## src/rtl/ita_scroll_display_if.sv

```systemverilog
`default_nettype none
// ==== ita_scroll_display_if : host bus and display outputs of the scroll display | rev 1.0 ====
interface ita_scroll_display_if #(
   parameter int N_DIGITS  = 12,
   parameter int MSG_DEPTH = 16
);
   localparam int AW = $clog2(MSG_DEPTH);

   logic                wr_en;
   logic [AW-1:0]       wr_addr;
   logic [5:0]          char_data;
   logic                len_we;
   logic [AW:0]         len_data;
   logic                scroll_en;
   logic [7:0]          scroll_frames;
   logic                blank;
   logic [N_DIGITS-1:0] sel;
   logic [13:0]         segm;
   logic                frame_tick;

   modport master (
      output wr_en, wr_addr, char_data, len_we, len_data, scroll_en, scroll_frames, blank,
      input  sel, segm, frame_tick
   );

   modport slave (
      input  wr_en, wr_addr, char_data, len_we, len_data, scroll_en, scroll_frames, blank,
      output sel, segm, frame_tick
   );
endinterface
`default_nettype wire

```

## src/rtl/ita_scroll_display.sv

```systemverilog
`default_nettype none
// ==== ita_scroll_display : 14-segment digit scanner with message RAM, font ROM and marquee | rev 1.0 ====
module ita_scroll_display #(
   parameter int N_DIGITS  = 12,
   parameter int MSG_DEPTH = 16,
   parameter int GAP       = 4,
   parameter int SCAN_DIV  = 1
) (
   input  wire logic           clk,
   input  wire logic           rst_n,
   ita_scroll_display_if.slave bus
);
   localparam int AW = $clog2(MSG_DEPTH);
   localparam int IW = $clog2(N_DIGITS);
   localparam int PW = (SCAN_DIV > 1) ? $clog2(SCAN_DIV) : 1;
   // Wide enough for offset + idx before the wrap subtract.
   localparam int LW = $clog2(MSG_DEPTH + GAP + N_DIGITS + 1);

   localparam logic [IW-1:0] IDX_LAST = IW'(N_DIGITS - 1);
   localparam logic [PW-1:0] PRE_LAST = PW'(SCAN_DIV - 1);
   localparam logic [AW:0]   LEN_MAX  = (AW+1)'(MSG_DEPTH);
   localparam logic [AW:0]   LEN_RST  = (AW+1)'(7);

   function automatic logic [5:0] init_char(input int i);
      case (i)
         0:       init_char = 6'd7;
         1:       init_char = 6'd15;
         2:       init_char = 6'd14;
         3:       init_char = 6'd26;
         4:       init_char = 6'd1;
         5:       init_char = 6'd12;
         6:       init_char = 6'd5;
         default: init_char = 6'd0;
      endcase
   endfunction

   // Bit order {a,b,c,d,e,f,g1,g2,h,i,j,k,l,m}, a in bit 13.
   function automatic logic [13:0] font(input logic [5:0] c);
      case (c)
         6'd1:    font = 14'b11101111000000;
         6'd2:    font = 14'b11110001010010;
         6'd3:    font = 14'b10011100000000;
         6'd4:    font = 14'b11110000010010;
         6'd5:    font = 14'b10011110000000;
         6'd6:    font = 14'b10001110000000;
         6'd7:    font = 14'b10111101000000;
         6'd8:    font = 14'b01101111000000;
         6'd9:    font = 14'b10010000010010;
         6'd10:   font = 14'b01111000000000;
         6'd11:   font = 14'b00001110001100;
         6'd12:   font = 14'b00011100000000;
         6'd13:   font = 14'b01101100101000;
         6'd14:   font = 14'b01101100100100;
         6'd15:   font = 14'b11111100000000;
         6'd16:   font = 14'b11001111000000;
         6'd17:   font = 14'b11111100000100;
         6'd18:   font = 14'b11001111000100;
         6'd19:   font = 14'b10110111000000;
         6'd20:   font = 14'b10000000010010;
         6'd21:   font = 14'b01111100000000;
         6'd22:   font = 14'b00001100001001;
         6'd23:   font = 14'b01101100000101;
         6'd24:   font = 14'b00000000101101;
         6'd25:   font = 14'b00000000101010;
         6'd26:   font = 14'b10010000001001;
         6'd27:   font = 14'b11111100001001;
         6'd28:   font = 14'b01100000000000;
         6'd29:   font = 14'b11011011000000;
         6'd30:   font = 14'b11110011000000;
         6'd31:   font = 14'b01100111000000;
         6'd32:   font = 14'b10110111000000;
         6'd33:   font = 14'b10111111000000;
         6'd34:   font = 14'b11100000000000;
         6'd35:   font = 14'b11111111000000;
         6'd36:   font = 14'b11110111000000;
         default: font = 14'b0;
      endcase
   endfunction

   logic [5:0]          ram_q [MSG_DEPTH];
   logic [AW:0]         msg_len_q, msg_len_d;
   logic [IW-1:0]       idx_q, idx_d;
   logic [PW-1:0]       pre_q, pre_d;
   logic [LW-1:0]       offset_q, offset_d;
   logic [7:0]          frame_cnt_q, frame_cnt_d;
   logic [N_DIGITS-1:0] sel_q, sel_d;
   logic [13:0]         segm_q, segm_d;
   logic                frame_tick_q, frame_tick_d;

   logic          step, last_digit, frame_last, is_space;
   logic [LW-1:0] len_l, offset_eff, offset_inc, pos_sum, pos;
   logic [AW-1:0] rd_addr;
   logic [7:0]    frames_m1;

   always_comb begin
      step       = (pre_q == PRE_LAST);
      last_digit = (idx_q == IDX_LAST);
      len_l      = LW'(msg_len_q) + (bus.scroll_en ? LW'(GAP) : LW'(0));
      // An offset left over from a longer cycle length restarts at 0.
      offset_eff = (offset_q >= len_l) ? '0 : offset_q;
      pos_sum    = offset_eff + LW'(idx_q);
      pos        = (pos_sum >= len_l) ? (pos_sum - len_l) : pos_sum;
      rd_addr    = pos[AW-1:0];
      is_space   = (pos >= LW'(msg_len_q)) ||
                   (!bus.scroll_en && (LW'(idx_q) >= LW'(msg_len_q)));
      offset_inc = ((offset_eff + LW'(1)) >= len_l) ? '0 : (offset_eff + LW'(1));
      frames_m1  = (bus.scroll_frames == 8'd0) ? 8'd0 : (bus.scroll_frames - 8'd1);
      frame_last = (frame_cnt_q == frames_m1);
   end

   always_comb begin
      pre_d        = step ? '0 : (pre_q + PW'(1));
      idx_d        = idx_q;
      offset_d     = offset_q;
      frame_cnt_d  = frame_cnt_q;
      msg_len_d    = msg_len_q;
      sel_d        = sel_q;
      segm_d       = segm_q;
      frame_tick_d = 1'b0;
      if (step) begin
         idx_d        = last_digit ? '0 : (idx_q + IW'(1));
         sel_d        = bus.blank ? '0 : (N_DIGITS'(1) << idx_q);
         segm_d       = (bus.blank || is_space) ? '0 : font(ram_q[rd_addr]);
         frame_tick_d = last_digit;
         offset_d     = offset_eff;
         if (last_digit && bus.scroll_en) begin
            if (frame_last) begin
               offset_d    = offset_inc;
               frame_cnt_d = '0;
            end else begin
               frame_cnt_d = frame_cnt_q + 8'd1;
            end
         end
      end
      if (bus.len_we) begin
         msg_len_d   = (bus.len_data > LEN_MAX) ? LEN_MAX : bus.len_data;
         offset_d    = '0;
         frame_cnt_d = '0;
      end
   end

   always_ff @(posedge clk or negedge rst_n) begin
      if (!rst_n) begin
         msg_len_q    <= LEN_RST;
         idx_q        <= '0;
         pre_q        <= '0;
         offset_q     <= '0;
         frame_cnt_q  <= '0;
         sel_q        <= '0;
         segm_q       <= '0;
         frame_tick_q <= 1'b0;
      end else begin
         msg_len_q    <= msg_len_d;
         idx_q        <= idx_d;
         pre_q        <= pre_d;
         offset_q     <= offset_d;
         frame_cnt_q  <= frame_cnt_d;
         sel_q        <= sel_d;
         segm_q       <= segm_d;
         frame_tick_q <= frame_tick_d;
      end
   end

   // Writes land at the edge, so a step in the write cycle still reads the old char.
   always_ff @(posedge clk or negedge rst_n) begin
      if (!rst_n) begin
         for (int i = 0; i < MSG_DEPTH; i++) begin
            ram_q[i] <= init_char(i);
         end
      end else if (bus.wr_en) begin
         ram_q[bus.wr_addr] <= bus.char_data;
      end
   end

   assign bus.sel        = sel_q;
   assign bus.segm       = segm_q;
   assign bus.frame_tick = frame_tick_q;
endmodule
`default_nettype wire

```

## src/flat_wrapper.sv

```systemverilog
// flat-port wrapper written by rule: the top's interface ports become plain ports
module ita_scroll_display_flat 
#(
   parameter int N_DIGITS  = 12,
   parameter int MSG_DEPTH = 16,
   parameter int GAP       = 4,
   parameter int SCAN_DIV  = 1
)
  (clk, rst_n, bus_wr_en, bus_wr_addr, bus_char_data, bus_len_we, bus_len_data, bus_scroll_en, bus_scroll_frames, bus_blank, bus_sel, bus_segm, bus_frame_tick);
  ita_scroll_display_if #(.N_DIGITS(N_DIGITS), .MSG_DEPTH(MSG_DEPTH)) bus_i ();
  input  wire logic clk;
  input  wire logic rst_n;
  input wire logic [$bits(bus_i.wr_en)-1:0] bus_wr_en;
  input wire logic [$bits(bus_i.wr_addr)-1:0] bus_wr_addr;
  input wire logic [$bits(bus_i.char_data)-1:0] bus_char_data;
  input wire logic [$bits(bus_i.len_we)-1:0] bus_len_we;
  input wire logic [$bits(bus_i.len_data)-1:0] bus_len_data;
  input wire logic [$bits(bus_i.scroll_en)-1:0] bus_scroll_en;
  input wire logic [$bits(bus_i.scroll_frames)-1:0] bus_scroll_frames;
  input wire logic [$bits(bus_i.blank)-1:0] bus_blank;
  output wire logic [$bits(bus_i.sel)-1:0] bus_sel;
  output wire logic [$bits(bus_i.segm)-1:0] bus_segm;
  output wire logic [$bits(bus_i.frame_tick)-1:0] bus_frame_tick;
  assign bus_i.wr_en = bus_wr_en;
  assign bus_i.wr_addr = bus_wr_addr;
  assign bus_i.char_data = bus_char_data;
  assign bus_i.len_we = bus_len_we;
  assign bus_i.len_data = bus_len_data;
  assign bus_i.scroll_en = bus_scroll_en;
  assign bus_i.scroll_frames = bus_scroll_frames;
  assign bus_i.blank = bus_blank;
  assign bus_sel = bus_i.sel;
  assign bus_segm = bus_i.segm;
  assign bus_frame_tick = bus_i.frame_tick;
  ita_scroll_display #(.N_DIGITS(N_DIGITS), .MSG_DEPTH(MSG_DEPTH), .GAP(GAP), .SCAN_DIV(SCAN_DIV)) u_core (.clk(clk), .rst_n(rst_n), .bus(bus_i));
endmodule
```

## config.mk

```make
export PLATFORM = sky130hd
export DESIGN_NAME = ita_scroll_display_flat
export DESIGN_NICKNAME = d
export VERILOG_FILES = /design/src/rtl/ita_scroll_display_if.sv /design/src/rtl/ita_scroll_display.sv /design/src/flat_wrapper.sv
export SDC_FILE = /design/constraint.sdc
export NUM_CORES = 1
export LEC_CHECK = 0
export ABC_AREA = 0
export BUFFER_PORTS_ARGS = -buffer_cell sky130_fd_sc_hd__buf_2
export CAP_MARGIN = 30
export CORE_ASPECT_RATIO = 0.7
export CORE_MARGIN = 1
export CORE_UTILIZATION = 50
export CTS_CLUSTER_SIZE = 16
export DETAILED_ROUTE_END_ITERATION = 7
export PLACE_DENSITY = 0.78
export REMOVE_ABC_BUFFERS = 1
export SLEW_MARGIN = 20
export SYNTH_ARGS = -nofsm -noshare
export SYNTH_HDL_FRONTEND = slang
export SYNTH_SLANG_ARGS = --single-unit
```

## constraint.sdc

```tcl
create_clock -name clk -period 9.45 [get_ports clk]
set_input_delay 1.89 -clock clk [delete_from_list [all_inputs] [get_ports clk]]
set_output_delay 1.89 -clock clk [all_outputs]
set_load 0.1 [all_outputs]
```

==> flow_summary.json, run 1 <==
{
  "combPwrFrac": 0.344,
  "dpl.hpwl_mm": 16.7,
  "nFillCells": 1464,
  "initial_core_util": 0.523,
  "r2r_end": "u_core.bus.segm[11]",
  "synth_mux_area_frac": 0.189,
  "p_sw_w": 0.000842,
  "wl_met3_mm": 1.89,
  "synth_area_per_cell_um2": 10.6,
  "cp-end-kind": "register",
  "cts_tree": "built",
  "netlist_area_mm2": 0.00915,
  "drive_gt1_frac": 0.300,
  "rows": 40,
  "crit_arrival_ps": 9360,
  "numPortBuffers": 55,
  "final_nets": 1003,
  "gp_congestion": 0.994,
  "yosysWarnings": 0,
  "cap_violations": 0,
  "critPathCapture": "u_core.bus.segm[11]",
  "clk_latency_ps": 440,
  "antenna_found_initial": 0,
  "clockRootBuffer": "clkbuf_16",
  "async_flop_share": 1.00,
  "coreArea_mm2": 0.0175,
  "utilization": 0.594,
  "max_freq_mhz": 110,
  "skew_ps": 9.89,
  "dr.max_layer_used": "met4",
  "path_common_cell": "ha_1",
  "start_kind": "input port",
  "dieArea_mm2": 0.0189,
  "required_ps": 9750,
  "ir_drop_v": 0.000193,
  "seq_area_frac_synth": 0.402,
  "period_share": 0.958,
  "synth_top_family_by_area": "multiplexers",
  "critical_path.startpoint": "bus_scroll_en",
  "synth_ff_type": "dfrtp_1",
  "die_h_um": 115,
  "wl_met2_mm": 9.48,
  "drt_iter0_drc": 824,
  "finalHoldViolCount": 0,
  "tns_ps": 0,
  "grt_pass1_wl_mm": 37.1,
  "synth_compound_area_frac": 0.131,
  "vias": 7106,
  "seqPwrFrac": 0.353,
  "worstMarginPinSlew_ps": 942,
  "synth_xor_area_frac": 0.0293,
  "synth-adder-area-share": 0.0681,
  "cp_slowest_stage_delay_ps": 580,
  "clockPowerShare": 0.303,
  "r2r_start": "u_core.msg_len_q[1]",
  "path_class": "in2reg",
  "dr.pass1.iters": 5,
  "slew_violations": 0,
  "antenna_cells": 0,
  "ff2ff_path_depth": 28,
  "setup_viol_count_final": 0,
  "cpMaxStageDelayCell": "a221oi_1",
  "drt-met1-wl_mm": 11.1,
  "preCtsSetupSlack_ps": 29.6,
  "numCtsBuffers": 17,
  "min_period_ps": 9060,
  "wirelength_mm": 22.8,
  "io_pins": 56,
  "grt_overflow": 0,
  "cp_max_fo": 36,
  "cts.sinks": 146,
  "swShare": 0.365,
  "ant_nets": 0,
  "grt.total_usage": 0.261,
  "path_clk_slew_ps": 70,
  "whs_ps": 506,
  "maxSlewHeadroom": 0.363,
  "h-tree-depth": 4,
  "status": "completed",
  "cts_buffer_depth": 2,
  "internal_power_w": 0.00147,
  "synth_edf_count": 0,
  "powerDensity_mw_per_mm2": 222,
  "route.detailed.drc": 0,
  "grt_pass1_vias": 6877,
  "syn_inst": 862,
  "detail_route.wl_per_cell_um": 19.5,
  "hold_path.class": "reg2reg",
  "synthDistinctLibCells": 85,
  "area_growth_pct": 13.7,
  "power_leakage_nw": 4.64,
  "r2r_slack_ps": 1520,
  "ys_seq_elements": 146,
  "synthSimpleGateAreaFrac": 0.145,
  "grt_max_degree": 81,
  "rsz0062_at_grt": "no",
  "layout_setup_ws_ps": 392,
  "cts_hold_buf": 0,
  "die_w_um": 164,
  "viasPerCell": 6.07
}
[area by class of cell]
class,count,area (µm²),area share
clock buffers,18,439,0.0422
clock inverters,14,170,0.0164
inverters,39,146,0.0141
multi-input cells,640,5170,0.497
flip-flops and latches,146,3680,0.354
well taps,231,289,0.0278
repair buffers,83,508,0.0488
[sequential cells by signal, indices dropped and copies added (netlist names)]
register and count:
u_core.idx_q 4, u_core.msg_len_q 5, u_core.offset_q 6, u_core.ram_q 96, u_core.bus.segm 14, u_core.bus.sel 12, u_core.bus.frame_tick 1, u_core.frame_cnt_q 8
[cells by family after synthesis]
group,after synthesis
simple gates,252
compound gates,169
flops,146
mux,142
buf+inv,76
fa+ha+maj,49
xor+xnor,28
[metrics by stage]
stage	power (W)	area [µm²]	std cells
finish	0.00231	10400	1171
global route	0.00242	10400	1171
CTS	0.00230	10400	1170
detailed placement	0.00160	9760	1138
global placement	0.00158	9760	1138
floorplan	0.00138	8970	825
[power groups by stage]
stage          logic (W)  registers [W]  clock network (W)
6_report        0.000795       0.000814           0.000700
5_1_grt         0.000857       0.000827           0.000739
4_1_cts         0.000778       0.000813           0.000712
3_5_place_dp    0.000774       0.000823                  0
3_3_place_gp    0.000757       0.000819                  0
2_1_floorplan   0.000457       0.000920                  0
[critical path: cells and delay by family]
kind	cells	cell delay, ps
and+or+nand+nor	7	1690
xor gates and xnor gates	2	470
buffers and inverters	5	1010
muxes	2	500
AOI/OAI and AO/OA	9	2150
adders and majority gates	5	1610
[worst min-delay path by stage]
stage                startpoint                to  cells past startpoint
2_1_floorplan  u_core.ram_q[82]  u_core.ram_q[82]                      1
3_3_place_gp   u_core.ram_q[94]  u_core.ram_q[94]                      1
5_1_grt        u_core.ram_q[60]  u_core.ram_q[60]                      1
3_5_place_dp   u_core.ram_q[94]  u_core.ram_q[94]                      1
6_report       u_core.ram_q[95]  u_core.ram_q[95]                      1
4_1_cts        u_core.ram_q[94]  u_core.ram_q[94]                      1
[synth_stat cells (10+ instances only)]
cell type,n,area (µm²)
o31ai_1,11,82.6
ha_1,45,563
mux4_2,13,293
nand2_1,57,214
mux2_2,104,1170
dfstp_2,21,552
and2_1,13,81.3
dfrtp_1,125,3130
clkbuf_1,23,86.3
and3_1,12,75.1
a21o_1,10,75.1
o21ai_0,34,170
mux2i_1,22,220
a21oi_1,30,150
nand3_1,27,135
nor3_1,12,60.1
xnor2_1,14,123
nor2_1,57,214
nand2b_1,18,113
inv_1,35,131
a211oi_1,13,97.6
xor2_1,11,96.3
[cell usage in the layout (no fill, tap or decap), types with 22 or more instances in the layout]
master	n
nand2_1	57
inv_1	35
nor2_1	55
dfrtp_1	125
buf_2	54
ha_1	45
nand3_1	26
mux2_2	104
buf_4	26
mux2i_1	22
a21oi_1	30
o21ai_0	34
[routing by layer]
layer,global-route usage,up-vias
met5,0,-
met4,0.0858,0
met3,0.0617,32
met2,0.361,263
met1,0.396,3517
li1,-,3294
[repair_timing]
item,4_1_cts,5_1_grt
buffers inserted,0,1
resized for setup,0,8
hold endpoints to repair,0,0
setup endpoints to repair,0,9
No activity file was read; power rests on OpenSTA's default activity.
==> run 2, diff against run 1 <==
Settings changed: ABC_AREA 0 to 1.
==> run 2 against run 1 <==
- clock-buffer cell count increased by 3
- critical endpoint is now u_core.bus.segm[2]
- clock skew grew 2.7 ps
- sequential power fell by 2.6%
- first-iteration DRC count up 16%
- sequential share of layout area up 2.2 points
- register-to-register slack improved by 1100 ps
- non-clock buffer count down 24
- largest cell class unchanged
- utilization shrank 2.5 points
- the run now ends with DRC left
==> flow_summary.json, run 2 <==
{
  "skew_ps": 12.6,
  "clockPowerShare": 0.306,
  "min_period_ps": 8030,
  "maxSlewHeadroom": 0.513,
  "r2r_end": "u_core.bus.segm[2]",
  "async_flop_share": 1.00,
  "whs_ps": 485,
  "vias": 7752,
  "initial_core_util": 0.513,
  "cp_max_fo": 13,
  "tns_ps": 0,
  "netlist_area_mm2": 0.00884,
  "p_sw_w": 0.000886,
  "r2r_slack_ps": 2580,
  "final_nets": 1266,
  "cts_tree": "built",
  "h-tree-depth": 4,
  "crit_arrival_ps": 8390,
  "syn_inst": 1157,
  "seq_area_frac_synth": 0.416,
  "required_ps": 9810,
  "layout_setup_ws_ps": 1420,
  "dieArea_mm2": 0.0182,
  "slew_violations": 0,
  "area_growth_pct": 10.9,
  "r2r_start": "u_core.msg_len_q[2]",
  "powerDensity_mw_per_mm2": 231,
  "numCtsBuffers": 17,
  "period_share": 0.850,
  "dpl.hpwl_mm": 15.0,
  "rsz0062_at_grt": "no",
  "cts_buffer_depth": 2,
  "ant_nets": 0,
  "preCtsSetupSlack_ps": 1030,
  "postCtsSetupRepairBufs": 0,
  "yosysWarnings": 0,
  "drt_iter0_drc": 958,
  "largest_reg_flops": 96,
  "layout_common_cells": "322 x nand2_1, 145 x inv_1, 125 x dfrtp_1, 117 x o21ai_0, 115 x nand3_1",
  "swShare": 0.392,
  "post-synth-top-count-cell": "nand2_1",
  "numPortBuffers": 55,
  "dr.pass1.iters": 8,
  "antenna_found_initial": 0,
  "grt_overflow": 0,
  "synth_commonest_cells": "322 x nand2_1, 145 x inv_1, 125 x dfrtp_1, 117 x o21ai_0, 115 x nand3_1",
  "cp_slowest_stage_delay_ps": 570,
  "place_area_mm2": 0.00918,
  "ir_drop_v": 0.000198,
  "grt.total_usage": 0.252,
  "rows": 40,
  "cts_hold_buf": 0,
  "detail_route.wl_per_cell_um": 15.1,
  "largest_register": "u_core.ram_q",
  "cap_violations": 0,
  "path_clk_slew_ps": 60,
  "worstMarginPinSlew_ps": 728,
  "start_kind": "input port",
  "die_h_um": 113,
  "path_common_cell": "nand2_1",
  "seqPwrFrac": 0.351,
  "gp_congestion": 0.951,
  "route.detailed.drc": 1,
  "grt_pass1_wl_mm": 36.4,
  "drive_gt1_frac": 0.133,
  "grt_pass1_vias": 7104,
  "holdPathStages": 2,
  "io_pins": 56,
  "finalHoldViolCount": 0,
  "wirelength_mm": 21.6,
  "clockRootBuffer": "clkbuf_16",
  "violations": "DRC",
  "power_leakage_nw": 4.99,
  "ff2ff_path_depth": 36,
  "synth_top_area_cell": "dfrtp_1",
  "ctsResizeCount": 0,
  "final_design_area_no_fill_mm2": 0.00980,
  "synth_area_per_cell_um2": 7.64,
  "antenna_cells": 0,
  "whs_endpoint": "u_core.ram_q[9]",
  "yosysTopAreaCellShare": 0.354,
  "worstHoldStart": "u_core.ram_q[9]",
  "die_w_um": 161,
  "internal_power_w": 0.00138,
  "setup_viol_count_final": 0,
  "coreArea_mm2": 0.0172,
  "cp-end-kind": "register",
  "grt_max_degree": 77,
  "synth_ff_type": "dfrtp_1",
  "synth_edf_count": 0,
  "path_class": "in2reg",
  "synth_area_leaders": "dfrtp_1 35%, nand2_1 14%, o21ai_0 6.6%",
  "ys_seq_elements": 146,
  "nFillCells": 1584,
  "status": "finished, violations left",
  "final_common_cell": "nand2_1",
  "clk_latency_ps": 430,
  "max_freq_mhz": 124,
  "viasPerCell": 5.41,
  "cts.sinks": 146,
  "synthDistinctLibCells": 50,
  "hold_path.class": "reg2reg",
  "cpMaxStageDelayCell": "o21ai_2",
  "combPwrFrac": 0.343
}
-- run 2: critical path, delay by kind of cell --
family / cells / cell delay, ps
AND/OR/NAND/NOR: 18 / 1990
buffers and inverters: 7 / 750
adder cells (fa/ha/maj): 5 / 1540
AO/OA/AOI/OAI: 10 / 2200
-- run 2: final cells by class --
cell class                      count  area (µm²)  share of cell area
Multi-Input combinational cell    812        4320               0.440
Sequential cell                   146        3680               0.375
Inverter                          154         578              0.0590
Clock buffer                       21         440              0.0449
Timing Repair Buffer               59         344              0.0351
Tap cell                          231         289              0.0295
Clock inverter                     11         154              0.0157
-- run 2: logic make-up after synthesis --
family,share of synthesized area
simple gates,0.273
xor+xnor,0.0208
flops,0.416
mux,0.00113
compound gates,0.125
fa+ha+maj,0.0682
buf+inv,0.0953
-- run 2: power groups by stage --
stage / registers (W) / logic [W] / clock network (W)
2_1_floorplan: 0.000908 / 0.000463 / 0
3_3_place_gp: 0.000799 / 0.000750 / 0
3_5_place_dp: 0.000801 / 0.000756 / 0
4_1_cts: 0.000792 / 0.000759 / 0.000701
5_1_grt: 0.000806 / 0.000862 / 0.000732
6_report: 0.000793 / 0.000776 / 0.000693
-- run 2: how the worst max path moves through the flow --
stage,startpoint,end,slack [ps]
after floorplan,bus_scroll_en,u_core.bus.segm[2],1480
after global placement,bus_scroll_en,u_core.bus.segm[2],1280
after detailed placement,bus_scroll_en,u_core.bus.segm[2],1030
after CTS,bus_scroll_en,u_core.bus.segm[2],1450
after global routing,bus_scroll_en,u_core.bus.segm[0],750
final,bus_scroll_en,u_core.bus.segm[2],1420
-- run 2: per-stage QoR --
stage | power (W) | utilization | instances
finish | 0.00226 | 0.569 | 1434
floorplan | 0.00137 | - | 1112
detailed placement | 0.00156 | 0.533 | 1401
global placement | 0.00155 | 0.533 | 1401
global route | 0.00240 | 0.569 | 1434
CTS | 0.00225 | 0.568 | 1433
-- run 2: metal layers --
layer	wire (µm)	part of all wire	GRT usage
met5	0	0	0
met4	246	0.011	0.0610
met3	1610	0.074	0.0576
met2	8940	0.41	0.360
met1	10800	0.50	0.381
==> run 3, diff against run 2 <==
Settings changed: CORE_UTILIZATION 50 to 35, PLACE_DENSITY 0.78 to 0.61.
==> run 3 against run 2 <==
- the flow now finishes without violations
- final area is 1.8% higher
- first-iteration DRC count is 26% lower
- maximum frequency is 0.45% lower
- critical path depth is 2 lower
- register-to-register slack worse by 90 ps
- non-clock buffer count is 1 higher
- clock-buffer cell count is 2 lower
- combinational power is 1% higher
- clock skew is 4.6 ps lower
- die area is 42% higher
- sequential cell count stayed put
- sequential power hardly changed
- critical path type unchanged
- highest routed layer unchanged
==> flow_summary.json, run 3 (same netlist as run 2, synthesis figures left out) <==
{
  "worstMarginPinSlew_ps": 699,
  "rsz0062_at_grt": "no",
  "drive_gt1_frac": 0.136,
  "ir_drop_v": 0.000153,
  "power_w": 0.00232,
  "route.detailed.drc": 0,
  "die_w_um": 192,
  "layout_common_cells": "322 x nand2_1, 145 x inv_1, 125 x dfrtp_1, 117 x o21ai_0, 115 x nand3_1",
  "grt_overflow": 0,
  "clk_latency_ps": 440,
  "drt_iter0_drc": 710,
  "gp_congestion": 0.939,
  "postCtsSetupRepairBufs": 0,
  "finalHoldViolCount": 0,
  "final_common_cell": "nand2_1",
  "final_nets": 1267,
  "antenna_found_initial": 0,
  "setup_viol_count_final": 0,
  "dieArea_mm2": 0.0259,
  "skew_ps": 8.00,
  "ant_nets": 0,
  "numPortBuffers": 55,
  "required_ps": 9790,
  "critical_path.startpoint": "bus_scroll_en",
  "min_period_ps": 8070,
  "viasPerCell": 5.04,
  "cts_hold_buf": 0,
  "cts_tree": "built",
  "whs_ps": 481,
  "path_common_cell": "nand2_1",
  "cp_max_fo": 13,
  "grt.total_usage": 0.186,
  "area_growth_pct": 12.9,
  "numCtsBuffers": 17,
  "antenna_cells": 0,
  "grt_pass1_vias": 6914,
  "die_h_um": 135,
  "status": "completed",
  "path_class": "in2reg",
  "start_kind": "input port",
  "period_share": 0.854,
  "clockRootBuffer": "clkbuf_16",
  "maxSlewHeadroom": 0.530,
  "vias": 7706,
  "path_clk_slew_ps": 60,
  "wirelength_mm": 22.8,
  "largest_register": "u_core.ram_q",
  "io_pins": 56,
  "h-tree-depth": 4,
  "r2r_end": "u_core.bus.segm[0]",
  "grt_max_degree": 75,
  "ff2ff_path_depth": 34,
  "crit_arrival_ps": 8410,
  "r2r_start": "u_core.msg_len_q[2]",
  "detail_route.wl_per_cell_um": 14.9,
  "cap_violations": 0,
  "cpMaxStageDelayCell": "o21ai_2",
  "cts_buffer_depth": 2,
  "cts.sinks": 146,
  "power_leakage_nw": 5.02,
  "cp-end-kind": "register",
  "coreArea_mm2": 0.0247,
  "worstHoldStart": "u_core.ram_q[39]",
  "r2r_slack_ps": 2490,
  "max_freq_mhz": 124,
  "critPathCapture": "u_core.bus.segm[0]",
  "tns_ps": 0,
  "rows": 48,
  "ctsResizeCount": 0,
  "hold_path.class": "reg2reg",
  "cp_slowest_stage_delay_ps": 580,
  "grt_pass1_wl_mm": 37.4,
  "initial_core_util": 0.357,
  "largest_reg_flops": 96,
  "dpl.hpwl_mm": 15.8,
  "powerDensity_mw_per_mm2": 233,
  "dr.pass1.iters": 5,
  "slew_violations": 0,
  "nFillCells": 2586
}
[run 3: layout make-up]
type / instances / area (µm²) / area share
Inverter: 154 / 578 / 0.0580
Clock inverter: 13 / 199 / 0.0199
Clock buffer: 19 / 443 / 0.0444
Timing Repair Buffer: 60 / 352 / 0.0352
Sequential cell: 146 / 3680 / 0.369
Multi-Input combinational cell: 812 / 4320 / 0.433
Tap cell: 325 / 407 / 0.0408
[run 3: critical path: cells and delay by family]
kind                     cells  cell delay (ps)
AO/OA/AOI/OAI                9             2130
AND/OR/NAND/NOR             18             2140
adder cells (fa/ha/maj)      5             1530
buffers and inverters        6              730
[run 3: report_power, final]
| group | switching [W] | internal, W |
|---|---|---|
| combinational | 0.000569 | 0.000217 |
| sequential | 0.0000515 | 0.000740 |
| clock | 0.000290 | 0.000454 |
| total | 0.000911 | 0.00141 |
[run 3: layer usage]
metal	global-route usage	vias to the layer above	share of wire
met5	0	-	0
met4	0.0476	0	0.012
met3	0.0385	25	0.063
met2	0.249	243	0.40
met1	0.295	3637	0.53
li1	-	3801	-
[run 3: how the worst min path moves through the flow]
stage                                  end  slack [ps]  depth (start not counted)
final                     u_core.ram_q[39]         480                          2
after global routing      u_core.ram_q[17]         500                          2
after CTS                 u_core.ram_q[17]         480                          2
after detailed placement  u_core.ram_q[59]         470                          2
after global placement    u_core.ram_q[59]         460                          2
after floorplan           u_core.ram_q[17]         450                          2
[run 3: per-stage QoR]
stage | utilization | std cells | setup slack, ps | area [µm²]
detailed placement | 0.376 | 1496 | 995 | 9310
global placement | 0.376 | 1496 | 1180 | 9310
global route | 0.403 | 1529 | 625 | 9970
finish | 0.403 | 1529 | 1380 | 9970
floorplan | - | 1112 | 1480 | 8570
CTS | 0.402 | 1528 | 1440 | 9950
